**config.mk**
```make
export PLATFORM = sky130hd
export DESIGN_NAME = glyph_line_fetcher
export DESIGN_NICKNAME = d
export VERILOG_FILES = /design/src/rtl/glyph_line_fetcher.sv
export SDC_FILE = /design/constraint.sdc
export NUM_CORES = 1
export LEC_CHECK = 0
export BUFFER_PORTS_ARGS = -buffer_cell sky130_fd_sc_hd__buf_2
export CORE_MARGIN = 4
export CORE_UTILIZATION = 48
export CTS_BUF_LIST = sky130_fd_sc_hd__clkbuf_16
export CTS_CLUSTER_DIAMETER = 40
export DETAILED_ROUTE_END_ITERATION = 8
export MAX_ROUTING_LAYER = met4
export PLACE_DENSITY = 0.71
export SYNTH_ARGS = -nofsm -noshare
export SYNTH_HDL_FRONTEND = slang
export SYNTH_SLANG_ARGS = --single-unit
```
**constraint.sdc**
```tcl
create_clock -name clk -period 5.3 [get_ports clk]
set_input_delay 0.795 -clock clk [delete_from_list [all_inputs] [get_ports clk]]
set_output_delay 0.795 -clock clk [all_outputs]
set_load 0.02 [all_outputs]
```
**src/rtl/glyph_line_fetcher.sv**
```systemverilog
`default_nettype none
// ============================================================================
// Module      : glyph_line_fetcher
// Description : Fetches one glyph row per digit slot from a shared glyph ROM
//               during horizontal blanking, then serialises it to pixels.
// Revision    : 1.0 - initial release
// ============================================================================
module glyph_line_fetcher #(
    parameter int NUM_DIGITS = 4,
    parameter int GLYPH_W    = 5
) (
    input  logic                    clk,
    input  logic                    rst_n,
    input  logic                    line_start,
    input  logic                    line_active,
    input  logic [2:0]              row_sel,
    input  logic [4*NUM_DIGITS-1:0] digit_val,
    output logic [3:0]              rom_digit,
    output logic [2:0]              rom_row,
    input  logic [GLYPH_W-1:0]      rom_code,
    input  logic                    pix_en,
    output logic                    pix_out,
    output logic                    busy,
    output logic                    done,
    output logic                    underrun
);

    localparam int c_IW = (NUM_DIGITS > 1) ? $clog2(NUM_DIGITS) : 1;
    localparam int c_DW = $clog2(NUM_DIGITS + 1);
    localparam int c_CW = $clog2(GLYPH_W + 1);

    localparam logic [1:0] c_ST_IDLE  = 2'd0;
    localparam logic [1:0] c_ST_FETCH = 2'd1;
    localparam logic [1:0] c_ST_READY = 2'd2;

    localparam logic [c_IW-1:0] c_LAST_IDX   = c_IW'(NUM_DIGITS - 1);
    localparam logic [c_DW-1:0] c_END_DIG    = c_DW'(NUM_DIGITS);
    localparam logic [c_CW-1:0] c_SPACER_COL = c_CW'(GLYPH_W);

    logic [1:0]         r_state;
    logic [c_IW-1:0]    r_idx;
    logic [2:0]         r_row;
    logic [c_DW-1:0]    r_dig;
    logic [c_CW-1:0]    r_col;
    logic [GLYPH_W-1:0] r_buf [NUM_DIGITS];
    logic               r_pix_out;
    logic               r_busy;
    logic               r_done;
    logic               r_underrun;

    logic [3:0]         w_slot_digit;
    logic [GLYPH_W-1:0] w_cur_glyph;
    logic               w_cur_bit;

    always_comb begin
        w_slot_digit = 4'd0;
        for (int i = 0; i < NUM_DIGITS; i++) begin
            if (r_idx == c_IW'(i)) w_slot_digit = digit_val[4*i +: 4];
        end
    end

    // Pixel selection only matters while r_dig/r_col are in range; the
    // out-of-range cases are handled explicitly in the sequential block.
    always_comb begin
        w_cur_glyph = '0;
        for (int i = 0; i < NUM_DIGITS; i++) begin
            if (r_dig == c_DW'(i)) w_cur_glyph = r_buf[i];
        end
        w_cur_bit = 1'b0;
        for (int j = 0; j < GLYPH_W; j++) begin
            if (r_col == c_CW'(j)) w_cur_bit = w_cur_glyph[GLYPH_W-1-j];
        end
    end

    assign rom_digit = (r_state == c_ST_FETCH) ? w_slot_digit : 4'd0;
    assign rom_row   = (r_state == c_ST_FETCH) ? r_row : 3'd0;
    assign pix_out   = r_pix_out;
    assign busy      = r_busy;
    assign done      = r_done;
    assign underrun  = r_underrun;

    always_ff @(posedge clk or negedge rst_n) begin
        if (!rst_n) begin
            r_state    <= c_ST_IDLE;
            r_idx      <= '0;
            r_row      <= 3'd0;
            r_dig      <= '0;
            r_col      <= '0;
            r_pix_out  <= 1'b0;
            r_busy     <= 1'b0;
            r_done     <= 1'b0;
            r_underrun <= 1'b0;
            for (int i = 0; i < NUM_DIGITS; i++) r_buf[i] <= '0;
        end else begin
            r_done <= 1'b0;
            if ((r_state == c_ST_FETCH) && pix_en) r_underrun <= 1'b1;

            // A new line always wins, including over a same-cycle pixel strobe.
            if (line_start) begin
                r_row     <= row_sel;
                r_idx     <= '0;
                r_dig     <= '0;
                r_col     <= '0;
                r_pix_out <= 1'b0;
                if (line_active) begin
                    r_state <= c_ST_FETCH;
                    r_busy  <= 1'b1;
                end else begin
                    r_state <= c_ST_READY;
                    r_busy  <= 1'b0;
                    for (int i = 0; i < NUM_DIGITS; i++) r_buf[i] <= '0;
                end
            end else begin
                case (r_state)
                    c_ST_FETCH: begin
                        for (int i = 0; i < NUM_DIGITS; i++) begin
                            if (r_idx == c_IW'(i)) r_buf[i] <= rom_code;
                        end
                        if (r_idx == c_LAST_IDX) begin
                            r_state <= c_ST_READY;
                            r_busy  <= 1'b0;
                            r_done  <= 1'b1;
                            r_idx   <= '0;
                        end else begin
                            r_idx <= r_idx + 1'b1;
                        end
                    end
                    c_ST_READY: begin
                        if (pix_en) begin
                            if (r_dig == c_END_DIG) begin
                                r_pix_out <= 1'b0;
                            end else if (r_col == c_SPACER_COL) begin
                                r_pix_out <= 1'b0;
                                r_col     <= '0;
                                r_dig     <= r_dig + 1'b1;
                            end else begin
                                r_pix_out <= w_cur_bit;
                                r_col     <= r_col + 1'b1;
                            end
                        end
                    end
                    default: begin
                        r_state <= c_ST_IDLE;
                    end
                endcase
            end
        end
    end

endmodule
`default_nettype wire

```
==> out/qor.txt <==
Status: complete, no violations
Levels on crit path: 8
Pwr dens: 316 mW/mm²
Total power: 775 µW
Setup violations, final: 0
Required @ worst endpoint: 4510 ps
DR vias/cell: 5.28
GP Congestion: 0.800
Final Hold Viols: 0
DR WL/cell: 14.3 µm
Worst Setup Slack, final: 2590 ps
Root Driver: clkbuf_16
H-tree depth: 2
Hold depth: 1
Post-Place Setup Slack: 2800 ps
DRT Wirelength: 4.51 mm
Worst Skew: 7.57 ps
Clk_lat worst skew: 280 ps
Via count: 1662
Least-Margin Pin Slew: 845 ps
Antenna Nets Post-Route: 0
Flop pwr share: 0.413
CP endpoint: rom_digit[0]
Cts hold-fix bufs: 0
Input/output buffers: 39
Total track usage: 0.189
Crit path max-delay cell type: dfrtp_1
Fin area: 0.00245 mm²
Final min period: 2710 ps
Worst reg2reg path endpoint: pix_out$_DFFE_PN0P_
Boundary pin count: 40
# DRC: 0
Syn Inst Count: 227
Sink Count: 37
CP startpoint: r_idx[1]$_DFFE_PN0P_
Vias in the first global route: 1660
Buffers & Inverters on Critical Path: 2
Postcts setup bufs: 0
Post-synthesis cell type count: 39
Setup CP Type: reg2out
Sw Share: 0.258
Post-synth top area share: 0.449
Number of synthesized register bits: 37
Area leader, netlist: dfrtp_1
Synth top area cells: dfrtp_1, nand2_1, ha_1, o21ai_0, nor2_1
Delay-heaviest family, CP: compound AO/OA/AOI/OAI gates
Tightest Hold Check Type: reg2reg
Critical Path Sink Type: output pin
FP Rows: 23
Max FO, Critical Path: 9
Die X: 73.5 µm
Hpwl dp: 3.32 mm
Post-synthesis sequential area ratio: 0.449
Critical-path cell list: inv_1 -> ha_1 -> nor2b_1 -> a221oi_1 -> nor3_1 -> a21oi_1 -> nor2_1 -> buf_2
RSZ-0062 raised after global routing: false
Mapped Nets: 266
Worst-path clk slew: 60 ps
WP data arrival: 1920 ps
Lkg Pwr: 0.00110 µW
Starting Density: 0.505
Startpoint class of the critical path: register
R2R Path Start: r_dig[0]$_DFFE_PN0P_
Maximum VDD drop: 210 µV
Ant. Diodes: 0
CTS tree: yes
Largest net degree at the start of global routing: 38
Fin util: 0.599
Area of the die: 0.00541 mm²
Switching power: 200 µW
Total negative slack: 0 ps
Final #Nets: 303
Iteration-0 DRC count of the detailed router: 65
Max_cap viols: 0
CTS Buf Count: 5
R2R Setup Slk: 3340 ps
Layout cells sized above 1: 0.219
Reg2Reg Depth: 7
Pins Over Slew Limit: 0
Core Region: 0.00409 mm²
Max incr delay on CP: 410 ps
Global route total overflow: 0
Cells resized by post-CTS repair: 0
Clock tree buffer depth: 2
Internal power: 575 µW
Slew HR: 0.437
Syn Area/Cell: 9.08 µm²
Antenna violations before repair: 0
Final Cycle Share: 0.512
Synthesis warning total: 0
Initial DRT Pass Iterations: 4
Die H: 73.5 µm
Clk pwr share: 0.437
First-pass GRT wire length: 7.69 mm
Mapped Area: 0.00206 mm²
Fmax: 369 MHz
Combinational power share: 0.150
Synth-to-Final Area Change: 18.8%
Post-DP Area: 0.00228 mm²
## per-layer routing
layer | routed length, µm | GRT usage | vias to the layer above
li1 | - | - | 857
met1 | 2110 | 0.238 | 775
met2 | 2190 | 0.303 | 24
met3 | 148 | 0.0410 | 6
met4 | 57 | 0.0604 | 0
met5 | 0 | - | -
## layout by cell type (no fill, tap or decap), types with 5 or more instances in the layout
cell | netlist | layout
nand2b_1 | 8 | 8
dfrtp_1 | 37 | 37
clkbuf_16 | 0 | 5
nor3_1 | 6 | 6
buf_2 | 4 | 39
and2_1 | 7 | 7
a221oi_1 | 8 | 8
nor2_1 | 19 | 19
nand2_1 | 35 | 35
a21oi_1 | 11 | 11
nor2b_1 | 11 | 11
inv_1 | 9 | 9
ha_1 | 10 | 10
o21ai_0 | 24 | 24
## worst min path at each step
stage                     slack, ps                    to                 start
after global routing            490  underrun$_DFFE_PN0P_  underrun$_DFFE_PN0P_
after detailed placement        440  underrun$_DFFE_PN0P_  underrun$_DFFE_PN0P_
after floorplan                 440  r_buf[0]$_DFFE_PN0P_  r_buf[0]$_DFFE_PN0P_
after global placement          440  underrun$_DFFE_PN0P_  underrun$_DFFE_PN0P_
after CTS                       460  underrun$_DFFE_PN0P_  underrun$_DFFE_PN0P_
final                           450  underrun$_DFFE_PN0P_  underrun$_DFFE_PN0P_
## sequential cells by signal, indices dropped and copies added (netlist names)
signal    flops
busy          1
done          1
pix_out       1
r_buf        20
r_col         3
r_dig         3
r_idx         2
r_row         3
r_state       2
underrun      1
## power groups by stage
| stage | clock [µW] | combinational (µW) | sequential, µW |
|---|---|---|---|
| finish | 338 | 116 | 320 |
| global route | 358 | 132 | 322 |
| CTS | 347 | 118 | 320 |
| detailed placement | 0 | 118 | 325 |
| global placement | 0 | 115 | 324 |
| floorplan | 0 | 79.9 | 320 |
## layout make-up
class / instances / area [µm²]
fill: 367 / 1640
multi-input combinational: 172 / 1060
sequential: 37 / 926
timing repair buffer: 39 / 195
clock buffer: 5 / 125
tap: 50 / 62.6
clock inverter: 3 / 46.3
inverter: 9 / 33.8
## stage by stage
step / instances / hold WS, ps
final: 315 / 449
after CTS: 315 / 457
after global routing: 315 / 487
after global placement: 307 / 441
after detailed placement: 307 / 439
after floorplan: 227 / 444
## cell families (layout without fill, tap and decap cells)
logic type | after synthesis | in the layout | share of synthesized area
AND/OR/NAND/NOR | 98 | 98 | 0.240
AO/OA/AOI/OAI | 56 | 56 | 0.174
flip-flops | 37 | 37 | 0.449
buffers and inverters | 18 | 56 | 0.0370
adder cells (fa/ha/maj) | 10 | 10 | 0.0607
multiplexers | 5 | 5 | 0.0261
XOR/XNOR | 3 | 3 | 0.0127
## cell usage after synthesis
library cell and number:
dfrtp_1 37, nand2_1 35, o21ai_0 24, nor2_1 19, a21oi_1 11, nor2b_1 11, ha_1 10, inv_1 9
a221oi_1 8, nand2b_1 8, and2_1 7, nor3_1 6, buf_2 4, a211oi_1 3, clkbuf_1 3, mux2_2 3
xnor2_1 3, mux2i_1 2, nand4_1 2, nor2_2 2, o211ai_1 2, a2111oi_2 1, a21o_1 1, a21oi_2 1
a221oi_2 1, and3b_1 1, buf_1 1, buf_4 1, nand2b_4 1, nand3_1 1, nor2b_4 1, nor3b_2 1
nor4_1 1, o21a_1 1, o22ai_1 1, o31ai_1 1, o32ai_1 1, or2b_1 1, or4_1 1
No activity file was read; power rests on OpenSTA's default activity.
